==> config.mk <==
export PLATFORM = sky130hd
export DESIGN_NAME = cpu_writeback
export DESIGN_NICKNAME = d
export VERILOG_FILES = /design/src/rtl/cpu_writeback.sv
export SDC_FILE = /design/constraint.sdc
export NUM_CORES = 1
export LEC_CHECK = 0
export ABC_CLOCK_PERIOD_IN_PS = 5800
export BUFFER_PORTS_ARGS = -buffer_cell sky130_fd_sc_hd__buf_2
export CAP_MARGIN = 0
export CORE_ASPECT_RATIO = 0.75
export CORE_MARGIN = 2
export CORE_UTILIZATION = 52
export CTS_BUF_LIST = sky130_fd_sc_hd__clkbuf_4 sky130_fd_sc_hd__clkbuf_8 sky130_fd_sc_hd__clkbuf_16
export DETAILED_ROUTE_END_ITERATION = 10
export PLACE_DENSITY_LB_ADDON = 0.05
export SYNTH_ARGS = -nofsm -noshare
export SYNTH_HDL_FRONTEND = slang
export SYNTH_SLANG_ARGS = --single-unit
==> constraint.sdc <==
create_clock -name clk -period 5.8 [get_ports clk]
set_input_delay 1.16 -clock clk [delete_from_list [all_inputs] [get_ports clk]]
set_output_delay 1.16 -clock clk [all_outputs]
set_load 0.01 [all_outputs]
==> src/rtl/cpu_writeback.sv <==
// Writeback arbiter: three one-entry result slots (ALU, LSU, CSR) sharing the register-file write port.
// Optional commit logging is compiled in when CPU_WB_LOG_EN is defined.
module cpu_writeback #(
  parameter int XLEN         = 32,
  parameter int STARVE_LIMIT = 4
) (
  input  logic            clk,
  input  logic            reset,
  input  logic            alu_valid,
  output logic            alu_ready,
  input  logic [4:0]      alu_rd,
  input  logic [XLEN-1:0] alu_data,
  input  logic            lsu_valid,
  output logic            lsu_ready,
  input  logic [4:0]      lsu_rd,
  input  logic [XLEN-1:0] lsu_data,
  input  logic            csr_valid,
  output logic            csr_ready,
  input  logic [4:0]      csr_rd,
  input  logic [XLEN-1:0] csr_data,
  output logic [4:0]      rd_addr,
  output logic [XLEN-1:0] rd_data,
  output logic            rd_write_en,
  output logic [31:0]     pending_mask,
  output logic            busy
);

  localparam logic [3:0] LIMIT = 4'(STARVE_LIMIT);

  // Slot index 0 = ALU, 1 = LSU, 2 = CSR; grant is one-hot over these.
  logic [2:0]      w_valid;
  logic [2:0]      w_ready;
  logic [2:0]      w_gnt;
  logic            w_lsu_forced;
  logic            w_csr_forced;
  logic [4:0]      w_in_rd   [3];
  logic [XLEN-1:0] w_in_data [3];
  logic [4:0]      w_sel_rd;
  logic [XLEN-1:0] w_sel_data;
  logic [31:0]     w_pend;

  logic [2:0]      r_full;
  logic [4:0]      r_rd   [3];
  logic [XLEN-1:0] r_data [3];
  logic [3:0]      r_lsu_cnt;
  logic [3:0]      r_csr_cnt;
  logic [4:0]      r_rd_addr;
  logic [XLEN-1:0] r_rd_data;
  logic            r_we;

  assign w_valid      = {csr_valid, lsu_valid, alu_valid};
  assign w_in_rd[0]   = alu_rd;
  assign w_in_rd[1]   = lsu_rd;
  assign w_in_rd[2]   = csr_rd;
  assign w_in_data[0] = alu_data;
  assign w_in_data[1] = lsu_data;
  assign w_in_data[2] = csr_data;

  assign w_lsu_forced = r_full[1] && (r_lsu_cnt >= LIMIT);
  assign w_csr_forced = r_full[2] && (r_csr_cnt >= LIMIT);

  // Starved slots override the fixed ALU > LSU > CSR order, CSR checked first.
  always_comb begin
    w_gnt = 3'b000;
    if (w_csr_forced)      w_gnt = 3'b100;
    else if (w_lsu_forced) w_gnt = 3'b010;
    else if (r_full[0])    w_gnt = 3'b001;
    else if (r_full[1])    w_gnt = 3'b010;
    else if (r_full[2])    w_gnt = 3'b100;
  end

  assign w_ready   = ~r_full | w_gnt;
  assign alu_ready = w_ready[0];
  assign lsu_ready = w_ready[1];
  assign csr_ready = w_ready[2];

  always_comb begin
    w_sel_rd   = '0;
    w_sel_data = '0;
    for (int i = 0; i < 3; i++) begin
      if (w_gnt[i]) begin
        w_sel_rd   = r_rd[i];
        w_sel_data = r_data[i];
      end
    end
  end

  // A grant drains the slot; an accept with rd != 0 refills it in the same edge.
  always_ff @(posedge clk or posedge reset) begin
    if (reset) begin
      r_full <= 3'b000;
      for (int i = 0; i < 3; i++) begin
        r_rd[i]   <= '0;
        r_data[i] <= '0;
      end
    end else begin
      for (int i = 0; i < 3; i++) begin
        if (w_gnt[i]) r_full[i] <= 1'b0;
        if (w_valid[i] && w_ready[i] && (w_in_rd[i] != 5'd0)) begin
          r_full[i] <= 1'b1;
          r_rd[i]   <= w_in_rd[i];
          r_data[i] <= w_in_data[i];
        end
      end
    end
  end

  always_ff @(posedge clk or posedge reset) begin
    if (reset) begin
      r_lsu_cnt <= '0;
      r_csr_cnt <= '0;
    end else begin
      if (r_full[1] && !w_gnt[1]) r_lsu_cnt <= (r_lsu_cnt == 4'hF) ? r_lsu_cnt : r_lsu_cnt + 4'd1;
      else                        r_lsu_cnt <= '0;
      if (r_full[2] && !w_gnt[2]) r_csr_cnt <= (r_csr_cnt == 4'hF) ? r_csr_cnt : r_csr_cnt + 4'd1;
      else                        r_csr_cnt <= '0;
    end
  end

  always_ff @(posedge clk or posedge reset) begin
    if (reset) begin
      r_we      <= 1'b0;
      r_rd_addr <= '0;
      r_rd_data <= '0;
    end else begin
      r_we <= |w_gnt;
      if (|w_gnt) begin
        r_rd_addr <= w_sel_rd;
        r_rd_data <= w_sel_data;
      end
    end
  end

  always_comb begin
    w_pend = '0;
    for (int i = 0; i < 3; i++) begin
      if (r_full[i]) w_pend[r_rd[i]] = 1'b1;
    end
    if (r_we) w_pend[r_rd_addr] = 1'b1;
    w_pend[0] = 1'b0;
  end

  assign rd_addr      = r_rd_addr;
  assign rd_data      = r_rd_data;
  assign rd_write_en  = r_we;
  assign pending_mask = w_pend;
  assign busy         = (|r_full) | r_we;

`ifdef CPU_WB_LOG_EN
`ifndef INFO
`define INFO(tag, msg) $display("%s: %s", tag, msg)
`endif
  always_ff @(posedge clk) begin
    if (!reset && |w_gnt) begin
      `INFO("cpu_writeback", $sformatf("t=%0t src=%s rd=x%0d data=0x%0h%s", $time,
            w_gnt[0] ? "alu" : (w_gnt[1] ? "lsu" : "csr"), w_sel_rd, w_sel_data,
            ((w_gnt[2] && w_csr_forced) || (w_gnt[1] && w_lsu_forced)) ? " forced" : ""));
    end
  end
`endif

endmodule

==> impl_metrics.env <==
export IMPL_critical_path_max_stage_delay_ns=0.64
export IMPL_synthArstFlopShare_pct=100
export IMPL_instances_no_fill=1676
export IMPL_synth_edff_count=0
export IMPL_numPortBuffers=188
export IMPL_hold_class="register to register"
export IMPL_tns_ns=0
export IMPL_max_vdd_ir_drop_mv=0.217
export IMPL_grt_max_degree=87
export IMPL_die_w_um=175
export IMPL_grt_pass1_vias=10400
export IMPL_grt_ovfl_total=0
export IMPL_placedCellCount=1644
export IMPL_numClockSinks=160
export IMPL_final_nets=1493
export IMPL_min_period_ns=3.63
export IMPL_clkLatencyLatePin_ns=0.45
export IMPL_die_height_um=132
export IMPL_cpMaxStageDelayCell="dfrtp_2"
export IMPL_drc=0
export IMPL_slew_violations=0
export IMPL_rsz0062_at_grt="no"
export IMPL_setup_viol=0
export IMPL_cts_tree="built"
export IMPL_finClkSkew_ns=0.0109
export IMPL_period_share_pct=62.5
export IMPL_initialDrtViolationCount=1402
export IMPL_wl_per_cell_um=22.7
export IMPL_worstPathCellList="buf_4 -> nor4b_1 -> a22oi_1 -> o221ai_1 -> buf_2"
export IMPL_via_per_inst=6.77
export IMPL_route_vias_total=11300
export IMPL_drive_gt1_share_pct=20.5
export IMPL_tightest_slew_ns=0.845
export IMPL_syn_inst=1305
export IMPL_ys_warn_count=0
export IMPL_h_tree_depth=4
export IMPL_p_leak_nw=4.79
export IMPL_grt_total_usage_pct=33.1
export IMPL_root_buffer="clkbuf_16"
export IMPL_fp_dieArea_um2=23000
export IMPL_relSlewSlack_pct=43.6
export IMPL_start_util_pct=53.3
export IMPL_status="finished clean"
export IMPL_area_delta_synth_final_pct=12.2
export IMPL_fp_coreArea_um2=21300
export IMPL_syn_area_per_cell_um2=8.69
export IMPL_fin_total_pwr_mw=5.31
export IMPL_cts_buffers=17
export IMPL_cts_buffer_depth=2
export IMPL_ys_flop_type="dfrtp_1"
export IMPL_ys_ff_latch=160
export IMPL_startpoint_type="register"
export IMPL_postCtsHoldBufs=0
export IMPL_final_antenna_net_count=0
export IMPL_synthesis_area_um2=11300
export IMPL_finalHoldViolations=0
export IMPL_postLayoutCellArea_um2=12700
export IMPL_dpl_cell_area_um2=12100
export IMPL_antenna_found_initial=0
export IMPL_first_pass_iters=5
export IMPL_yosysSeqAreaShare_pct=35.3
export IMPL_powerDensity_nw_per_um2=417
export IMPL_grt_pass1_wl_mm=60.8
export IMPL_drv_cap=0
export IMPL_gp_congestion=0.964
export IMPL_ys_types=60
export IMPL_place_hpwl_mm=24.4
export IMPL_clk_pin_slew_ns=0.08
export IMPL_fmax_ghz=0.276
export IMPL_diodes=0
export IMPL_worstSetupPathType="register to output pin"
export IMPL_worstPathArrival_ns=2.47
export IMPL_required_ns=4.64
export IMPL_post_cts_buffers=0
export IMPL_core_rowCount=46
export IMPL_ioPinCount=190
export IMPL_ctsResizeCount=0
export IMPL_wl_mm=38.1
export IMPL_cp_max_fo=25
export IMPL_endpoint_kind="output pin"
per-stage QoR:
step / utilization (%) / setup slack, ns / hold WS [ns]
6_report: 59.8 / 2.17 / 0.571
5_1_grt: 59.8 / 2.03 / 0.589
4_1_cts: 59.8 / 2.20 / 0.571
3_5_place_dp: 56.9 / 2.69 / 0.557
3_3_place_gp: 56.9 / 2.72 / 0.538
2_1_floorplan: - / 0.320 / 0.516
metal layers:
layer / GRT usage, % / part of all wire, %
met3: 5.74 / 7.3
met5: 0 / 0
met1: 49.1 / 45
met4: 8.47 / 2.0
met2: 50.0 / 45
state kept, by name, summed over array words and instances (netlist names):
| name | count |
|---|---|
| r_data | 96 |
| r_rd | 15 |
| rd_addr | 5 |
| r_lsu_cnt | 4 |
| r_csr_cnt | 4 |
| rd_write_en | 1 |
| rd_data | 32 |
| r_full | 3 |
cell families after synthesis:
kind of cell	count (synthesis)	synth area share, %
flops	160	35.3
buf+inv	183	7.34
simple gates	456	23.9
mux	2	0.177
other cells	1	0.0331
compound gates	499	32.9
xor+xnor	2	0.154
fa+ha+maj	2	0.221
where the power goes:
group	internal, mW	switching, mW	total [mW]
logic	0.896	1.18	2.08
registers	1.50	0.553	2.05
clock network	0.627	0.558	1.18
critical path: cells and delay by family (launching register included):
kind,cells,cell delay [ns]
DFF,1,0.64
and+or+nand+nor,1,0.52
AOI/OAI and AO/OA,2,0.33
buffers and inverters,2,0.53
path summary, 6_finish.rpt:
path / start / to / slack, ns / depth (start not counted)
max reg2reg: r_full[1]$_DFFE_PP0P_ / rd_data[0]$_DFFE_PP0P_ / 3.04 / 5
min: r_data[0]$_DFFE_PP0P_ / r_data[0]$_DFFE_PP0P_ / 0.57 / 2
min reg2reg: r_data[0]$_DFFE_PP0P_ / r_data[0]$_DFFE_PP0P_ / 0.57 / 2
max in group asynchronous: reset / r_data[70]$_DFFE_PP0P_ / 4.02 / 3
max: r_full[1]$_DFFE_PP0P_ / pending_mask[2] / 2.17 / 5
min in group asynchronous: reset / r_data[61]$_DFFE_PP0P_ / 0.85 / 2
layout by cell type (no fill, tap or decap), drive strengths merged, types with 36 or more instances in the layout:
master    n
a32oi    37
dfrtp   160
buf     213
nand3   114
o21ai    36
and2     37
nor2     58
o211ai  188
a211oi   59
nor2b   110
a41oi    36
nor3b    66
a21oi    62
Yosys cell counts, drive strengths merged (19+ instances only):
master	count	area [um^2]
inv	20	75.1
a21oi	62	310
nor2b	110	688
nand3	114	571
clkbuf	99	372
and2	37	231
o211ai	188	1480
o221ai	19	166
buf	64	385
nor2	58	220
dfrtp	160	4000
o21ai	36	184
a41oi	36	315
a211oi	59	443
a32oi	37	324
nor3b	66	495
layout make-up:
class / instances / area (um^2)
fill: 1947 / 8570
multi-input combinational: 963 / 6540
sequential: 160 / 4010
timing repair buffer: 213 / 1140
clock buffer: 18 / 439
tap: 288 / 360
clock inverter: 14 / 168
inverter: 20 / 80.1
No activity file was read; power rests on OpenSTA's default activity.
